==> src/rtl/rtc_pkg.sv <==
// Shared constants for the BCD real-time clock: digit limits, segment codes
// and the BCD-to-seven-segment decode function.
package rtc_pkg;

    localparam logic [3:0] SEC_L_MAX  = 4'd9;
    localparam logic [3:0] SEC_M_MAX  = 4'd5;
    localparam logic [3:0] MIN_L_MAX  = 4'd9;
    localparam logic [3:0] MIN_M_MAX  = 4'd5;
    localparam logic [3:0] HOUR_L_MAX = 4'd9;
    localparam logic [3:0] HOUR_M_MAX = 4'd2;
    localparam logic [3:0] DAY_HOUR_M = 4'd2;
    localparam logic [3:0] DAY_HOUR_L = 4'd3;

    // bit0=a .. bit6=g, active-high
    localparam logic [6:0] SEG_0     = 7'h3F;
    localparam logic [6:0] SEG_1     = 7'h06;
    localparam logic [6:0] SEG_2     = 7'h5B;
    localparam logic [6:0] SEG_3     = 7'h4F;
    localparam logic [6:0] SEG_4     = 7'h66;
    localparam logic [6:0] SEG_5     = 7'h6D;
    localparam logic [6:0] SEG_6     = 7'h7D;
    localparam logic [6:0] SEG_7     = 7'h07;
    localparam logic [6:0] SEG_8     = 7'h7F;
    localparam logic [6:0] SEG_9     = 7'h6F;
    localparam logic [6:0] SEG_BLANK = 7'h00;

    function automatic logic [6:0] seg7(input logic [3:0] d);
        logic [6:0] s;
        case (d)
            4'd0:    s = SEG_0;
            4'd1:    s = SEG_1;
            4'd2:    s = SEG_2;
            4'd3:    s = SEG_3;
            4'd4:    s = SEG_4;
            4'd5:    s = SEG_5;
            4'd6:    s = SEG_6;
            4'd7:    s = SEG_7;
            4'd8:    s = SEG_8;
            4'd9:    s = SEG_9;
            default: s = SEG_BLANK;
        endcase
        return s;
    endfunction

endpackage

==> src/rtl/seg7.sv <==
// Standalone combinational BCD to seven-segment decoder.
module seg7
    import rtc_pkg::*;
(
    input  logic [3:0] data_in,
    output logic [6:0] display_out
);

    always_comb begin
        display_out = rtc_pkg::seg7(data_in);
    end

endmodule

==> src/rtl/universal_counter.sv <==
// Modulo-(MAX+1) BCD digit counter with async active-low reset and a
// synchronous clear that takes priority over the count enable.
module universal_counter #(
    parameter logic [3:0] MAX = 4'd9
) (
    input  logic       clk,
    input  logic       rst,
    input  logic       clr,
    input  logic       en,
    output logic [3:0] Count
);

    logic [3:0] count_q;
    logic [3:0] count_d;

    always_comb begin
        count_d = count_q;
        if (clr) begin
            count_d = '0;
        end else if (en) begin
            // >= so an out-of-range value also wraps to 0 on its next enable
            count_d = (count_q >= MAX) ? '0 : count_q + 4'd1;
        end
    end

    always_ff @(posedge clk or negedge rst) begin
        if (!rst) begin
            count_q <= '0;
        end else begin
            count_q <= count_d;
        end
    end

    assign Count = count_q;

endmodule

==> src/rtl/real_tym_clock.sv <==
// 24-hour HH:MM:SS BCD clock, one second per clk edge, driving six
// seven-segment digits through per-digit decoders.
module real_tym_clock
    import rtc_pkg::*;
(
    input  logic       clk,
    input  logic       rst,
    output logic [6:0] Sec_L,
    output logic [6:0] Sec_M,
    output logic [6:0] Min_L,
    output logic [6:0] Min_M,
    output logic [6:0] Hour_L,
    output logic [6:0] Hour_M
);

    logic [3:0] s_l, s_m, m_l, m_m, h_l, h_m;
    logic       s_m_en, m_l_en, m_m_en, h_l_en, h_m_en, day_clr;

    // Whole carry chain is combinational so every rollover lands on one edge.
    always_comb begin
        s_m_en  = (s_l == SEC_L_MAX);
        m_l_en  = (s_m == SEC_M_MAX) && (s_l == SEC_L_MAX);
        m_m_en  = (m_l == MIN_L_MAX) && m_l_en;
        h_l_en  = (m_m == MIN_M_MAX) && m_m_en;
        h_m_en  = (h_l == HOUR_L_MAX) && h_l_en;
        day_clr = (h_m == DAY_HOUR_M) && (h_l == DAY_HOUR_L) && h_l_en;
    end

    universal_counter #(.MAX(SEC_L_MAX)) u_sec_l (
        .clk(clk), .rst(rst), .clr(1'b0), .en(1'b1), .Count(s_l)
    );
    universal_counter #(.MAX(SEC_M_MAX)) u_sec_m (
        .clk(clk), .rst(rst), .clr(1'b0), .en(s_m_en), .Count(s_m)
    );
    universal_counter #(.MAX(MIN_L_MAX)) u_min_l (
        .clk(clk), .rst(rst), .clr(1'b0), .en(m_l_en), .Count(m_l)
    );
    universal_counter #(.MAX(MIN_M_MAX)) u_min_m (
        .clk(clk), .rst(rst), .clr(1'b0), .en(m_m_en), .Count(m_m)
    );
    universal_counter #(.MAX(HOUR_L_MAX)) u_hour_l (
        .clk(clk), .rst(rst), .clr(day_clr), .en(h_l_en), .Count(h_l)
    );
    universal_counter #(.MAX(HOUR_M_MAX)) u_hour_m (
        .clk(clk), .rst(rst), .clr(day_clr), .en(h_m_en), .Count(h_m)
    );

    seg7 u_seg_sec_l  (.data_in(s_l), .display_out(Sec_L));
    seg7 u_seg_sec_m  (.data_in(s_m), .display_out(Sec_M));
    seg7 u_seg_min_l  (.data_in(m_l), .display_out(Min_L));
    seg7 u_seg_min_m  (.data_in(m_m), .display_out(Min_M));
    seg7 u_seg_hour_l (.data_in(h_l), .display_out(Hour_L));
    seg7 u_seg_hour_m (.data_in(h_m), .display_out(Hour_M));

endmodule

==> config.mk <==
export PLATFORM = sky130hd
export DESIGN_NAME = real_tym_clock
export DESIGN_NICKNAME = d
export VERILOG_FILES = /design/src/rtl/rtc_pkg.sv /design/src/rtl/seg7.sv /design/src/rtl/universal_counter.sv /design/src/rtl/real_tym_clock.sv
export SDC_FILE = /design/constraint.sdc
export NUM_CORES = 1
export LEC_CHECK = 0
export BUFFER_PORTS_ARGS = -buffer_cell sky130_fd_sc_hd__buf_2
export CORE_UTILIZATION = 30
export DETAILED_ROUTE_END_ITERATION = 12
export PLACE_DENSITY = 0.61
export SKIP_CTS_REPAIR_TIMING = 1
export SYNTH_ARGS = -nofsm -noshare
export SYNTH_HDL_FRONTEND = slang
export SYNTH_SLANG_ARGS = --single-unit
==> constraint.sdc <==
create_clock -name clk -period 2.35 [get_ports clk]
set_clock_uncertainty 0.2 [all_clocks]
set_input_delay 0.1175 -clock clk [delete_from_list [all_inputs] [get_ports clk]]
set_output_delay 0.1175 -clock clk [all_outputs]
set_load 0.01 [all_outputs]
=== Word-level counts from Yosys, hierarchy flattened ===
Memory sizes are Yosys's and may differ from the RTL's.
Cells that the tools add are included.

* Add/sub/neg operators: 6
* Multipliers: 0
* Divide/modulo/power cells: 0
* $lt $le $gt $ge: 6
* Eq/ne operators: 7
* Shift-type cells: 0
* Muxes and demuxes: 10
* Bitwise logic cells: 0
* Reductions and logical operators: 8

{| class="wikitable"
|+ Operators by type and width
! cell !! count
|-
| $mux W4 || 10
|-
| $add A4 B1 Y4 const B || 6
|-
| $eq A4 B4 Y1 const B || 3
|-
| $ge A4 B4 Y1 const B || 3
|-
| $eq A4 B2 Y1 const B || 2
|-
| $eq A4 B3 Y1 const B || 2
|-
| $ge A4 B3 Y1 const B || 2
|-
| $logic_and A1 B1 Y1 || 6
|-
| $ge A4 B2 Y1 const B || 1
|-
| $reduce_bool A2 Y1 || 2
|}

* Bits in registers: 24
* Latch bits: 0
* Bits in writable memories: 0
* Bits in read-only memories: 672
* Input bits: 2
* Output and inout port bits: 42
* Logic and storage cells: 49
* Memories: 6

{| class="wikitable"
|+ Memory list
! memory !! words !! width !! read ports !! clocked after memory_dff !! wr ports !! RTL line !! text
|-
| (no name shown) || 16 || 7 || 1 || 0 || 0 || rtc_pkg.sv:29 || <nowiki>case (d)</nowiki>
|-
| (no name shown) || 16 || 7 || 1 || 0 || 0 || rtc_pkg.sv:29 ||
|-
| (no name shown) || 16 || 7 || 1 || 0 || 0 || rtc_pkg.sv:29 ||
|-
| (no name shown) || 16 || 7 || 1 || 0 || 0 || rtc_pkg.sv:29 ||
|-
| (no name shown) || 16 || 7 || 1 || 0 || 0 || rtc_pkg.sv:29 ||
|-
| (no name shown) || 16 || 7 || 1 || 0 || 0 || rtc_pkg.sv:29 ||
|}

=== Longest topological paths before layout ===
* Depth in word-level cells: 7
* Gate-level depth with buffers: 7
* Depth with buffers taken out: 6

=== By module ===
A second synthesis with hierarchy kept.

* Cell total of the unflattened synthesis: 311
* Area, all modules: 2845.2 um^2

{| class="wikitable"
|+ By module, submodules not included
! module !! times used !! cells an instance !! area each (um^2) !! seq. area each (um^2)
|-
| seg7 || 6 || 26 || 201.4 || 0.0
|-
| universal_counter at u_min_l ... || 2 || 25 || 262.8 || 100.1
|-
| universal_counter at u_min_m ... || 2 || 23 || 252.7 || 100.1
|-
| universal_counter at u_hour_l || 1 || 26 || 249.0 || 100.1
|-
| universal_counter at u_hour_m || 1 || 16 || 207.7 || 100.1
|-
| real_tym_clock || 1 || 17 || 148.9 || 0.0
|}

=== Least setup slack after synthesis ===
OpenSTA, ideal clock, no wires.

* Path kind: register to register
* From: register u_sec_l.count_q[1] (netlist: u_sec_l.Count[1])
* To: register u_hour_l.count_q[0] (netlist: u_hour_l.Count[0])
* Data arrival time: 1969 ps
* Data required time: 2074 ps
* Slack: 104 ps
* Cell stages (with the launch flop): 8
* Path buffers: 1
* Path through: dfrtp_1 > inv_1 > ha_1 > nand3b_1 > or4_1 > buf_2 > a221o_1 > o21ai_1

* Word-level cells in the longest chain between the ends: 6

{| class="wikitable"
|+ RTL lines
! element !! RTL line !! text
|-
| from (decl) || universal_counter.sv:13 || <nowiki>logic [3:0] count_q;</nowiki>
|-
| from (signal assigned) || universal_counter.sv:30 || <nowiki>count_q <= count_d;</nowiki>
|-
| $eq A4 B4 Y1 (*) || real_tym_clock.sv:22 || <nowiki>m_l_en = (s_m == SEC_M_MAX) && (s_l == SEC_L_MAX);</nowiki>
|-
| $logic_and A1 B1 Y1 (*) || real_tym_clock.sv:22 ||
|-
| $logic_and A1 B1 Y1 (*) || real_tym_clock.sv:23 || <nowiki>m_m_en = (m_l == MIN_L_MAX) && m_l_en;</nowiki>
|-
| $logic_and A1 B1 Y1 (*) || real_tym_clock.sv:24 || <nowiki>h_l_en = (m_m == MIN_M_MAX) && m_m_en;</nowiki>
|-
| $logic_and A1 B1 Y1 || real_tym_clock.sv:26 || <nowiki>day_clr = (h_m == DAY_HOUR_M) && (h_l == DAY_HOUR_L) && h_l_en;</nowiki>
|-
| $mux W4 / $reduce_bool A2 Y1 (equally long branches) || - ||
|-
| to (signal assigned) || universal_counter.sv:30 ||
|-
| to (decl) || universal_counter.sv:13 ||
|}

Mark *: on every way between the ends. The rest lies on a longest branch, timed or not.
A chain may end at the register's enable or synchronous reset.

=== Final worst setup path ===
Same ends and word-level chain as after synthesis.

==> reports/results.txt <==
Vias in the first global route -> 2033
Yosys reg bits -> 24
Switching power -> 0.000130 W
Most frequent cell after synthesis -> ha_1
Max Fanout on Critical Path -> 6
Final-report setup violation count -> 0
IO buf count -> 43
Clock sink count -> 24
Fin nets -> 385
Sw Share -> 0.197
Reg2Reg Depth -> 6
Reg-to-reg setup timing slack -> 0.18 ns
Fin. Hold Viols -> 0
I/O Pins -> 44
Maxcap violations -> 0
Initial antenna violation count -> 0
Synth Flop Type -> dfrtp_1
Row count -> 32
Signal arrival time at the worst endpoint -> 2.17 ns
Dpl ws -> 0.136 ns
H-tree depth -> 1
Yosys top cell by area -> dfrtp_1
# diodes -> 0
Syn Inst Count -> 285
Setup TNS Final -> 0 ns
Routed wire length -> 4810 um
Cell Pwr Density -> 233 mW/mm2
End-of-flow core utilization -> 0.366
Comb power frac -> 0.015
Worst-Skew Late Latency -> 0.26 ns
Number of synthesized flops with an enable pin -> 0
DRT antenna net count -> 0
Sequential Power Share -> 0.627
Mapped cell area -> 0.00239 mm2
Cell leakage power -> 1.37 nW
Area growth from synthesis to layout -> 18.3%
Routed WL per cell -> 11.0 um
Status -> finished, final reports clean
Max VDD drop -> 0.000188 V
Critical Path RT -> 2.34 ns
WHS -> 0.179 ns
Die Ht -> 91.3 um
Crit end category -> flop
Synth area leaders -> dfrtp_1 (25%), ha_1 (24%), o21ai_0 (7.1%)
DRC -> 0
Via density -> 4.85
Yosys top cell area share -> 0.251
Register Area -> 601 um2
Via count -> 2119
Clock share of power -> 0.358
Slew margin rel. -> 0.634
First-pass DRT Iterations -> 4
Unrepaired setup endpoints after global routing -> false
Largest net degree at the start of global routing -> 25
CTS tree -> done
Post-synthesis sequential area ratio -> 0.251
Longest Clk Path Bufs -> 2
# fillers -> 810
Area of the multi-input gates -> 0.00160 mm2
Hold crit path type -> in -> async
Die ar. -> 0.00834 mm2
GRT Total Usage -> 0.122
Layout cell share with drive strength beyond 1 -> 0.200
Power Internal -> 0.000529 W
RR Startpoint -> u_sec_l.Count[1]
Top post-synthesis cells by count -> ha_1 (46), o21ai_0 (34), inv_1 (33), dfrtp_1 (24), a21oi_1 (18)
Initial core utilization -> 0.310
GRT Residual Overflow -> 0
Clk slew on worst S/H paths -> 0.08 ns
Hpwl dp -> 3820 um
Yosys warns -> 0
Synth cell types -> 46
Core Box Area -> 0.00773 mm2
Highest Clock Rate -> 460 MHz
Post-synth net total -> 333
Reg-to-reg endpoint -> u_hour_l.Count[0]
Placer Congestion -> 0.860
WS Path Type -> reg -> reg
First-pass GRT wire length -> 8660 um
CTS Buf Count -> 3
Final period util -> 0.925
Initial drt markers -> 87
Setup crit start kind -> flop
Async S/R FF share, synth -> 1.00
Slew Limit Fails -> 0
Width of the die -> 91.3 um
Tightest Pin Transition -> 0.548 ns
Final worst slack -> 0.176 ns
Crit path time final -> 2.17 ns
CTS root buf -> clkbuf_8
Syn Area/Cell -> 8.39 um2
[how the worst max path moves through the flow]
stage | from | to
2_1_floorplan | u_sec_l.Count[1] | u_hour_l.Count[0]
3_3_place_gp | u_sec_l.Count[1] | u_hour_l.Count[1]
3_5_place_dp | u_sec_l.Count[1] | u_hour_l.Count[1]
4_1_cts | u_sec_l.Count[1] | u_hour_l.Count[1]
5_1_grt | u_sec_l.Count[1] | u_hour_l.Count[0]
6_report | u_sec_l.Count[1] | u_hour_l.Count[0]
[flip-flops by register name (all words and copies together) (netlist names)]
| name | count |
|---|---|
| u_hour_l.Count | 4 |
| u_hour_m.Count | 4 |
| u_min_l.Count | 4 |
| u_min_m.Count | 4 |
| u_sec_l.Count | 4 |
| u_sec_m.Count | 4 |
[critical path, stage by stage (launching register included)]
cell and delay [ns]:
dfrtp_1 0.38, inv_1 0.07, ha_1 0.22, nand3b_1 0.19, or4_4 0.60, a221o_1 0.32
o21ai_1 0.13
[per-layer routing]
metal | up-vias | global-route usage | share of wire
li1 | 1090 | - | -
met1 | 1002 | 0.147 | 0.46
met2 | 23 | 0.226 | 0.50
met3 | 4 | 0.0218 | 0.030
met4 | 0 | 0.0225 | 0.0075
met5 | - | 0 | 0
[power groups by stage]
stage	registers, W	logic (W)	clock network (W)
2_1_floorplan	0.000421	0.000000000853	0
6_report	0.000412	0.00000978	0.000236
3_5_place_dp	0.000421	0.00000918	0
3_3_place_gp	0.000421	0.00000907	0
5_1_grt	0.000413	0.0000118	0.000264
4_1_cts	0.000413	0.00000917	0.000249
[metrics by stage]
stage | power [W] | cell area (um2) | cells
2_1_floorplan | 0.000421 | 2390 | 285
3_3_place_gp | 0.000430 | 2770 | 433
3_5_place_dp | 0.000430 | 2770 | 433
4_1_cts | 0.000670 | 2820 | 436
5_1_grt | 0.000688 | 2830 | 437
6_report | 0.000658 | 2830 | 437
[kinds of logic (layout without fill, tap and decap cells)]
kind of cell | after synthesis | after routing | share of synthesized area
compound gates | 93 | 93 | 0.237
xor+xnor | 3 | 3 | 0.0110
fa+ha+maj | 46 | 46 | 0.241
buf+inv | 45 | 95 | 0.0826
flops | 24 | 24 | 0.251
mux | 4 | 4 | 0.0173
simple gates | 70 | 70 | 0.160
[cell usage in the layout (no fill, tap or decap), drive strengths merged, types with 3 or more instances in the layout]
cell	count
a21o	6
a21oi	18
a22o	6
and2	4
buf	58
clkbuf	3
dfrtp	24
ha	46
inv	33
mux2i	3
nand2	17
nand2b	12
nand3	4
nand3b	4
nor2	14
nor2b	3
o21ai	37
o22ai	12
xnor2	3
[final cells by class]
| class | instances | share of cell area |
|---|---|---|
| clock buffers | 3 | 0.0146 |
| inverters | 33 | 0.0438 |
| multi-input cells | 216 | 0.565 |
| flip-flops and latches | 24 | 0.212 |
| well taps | 102 | 0.0451 |
| repair buffers | 59 | 0.119 |
No activity file was read; power rests on OpenSTA's default activity.
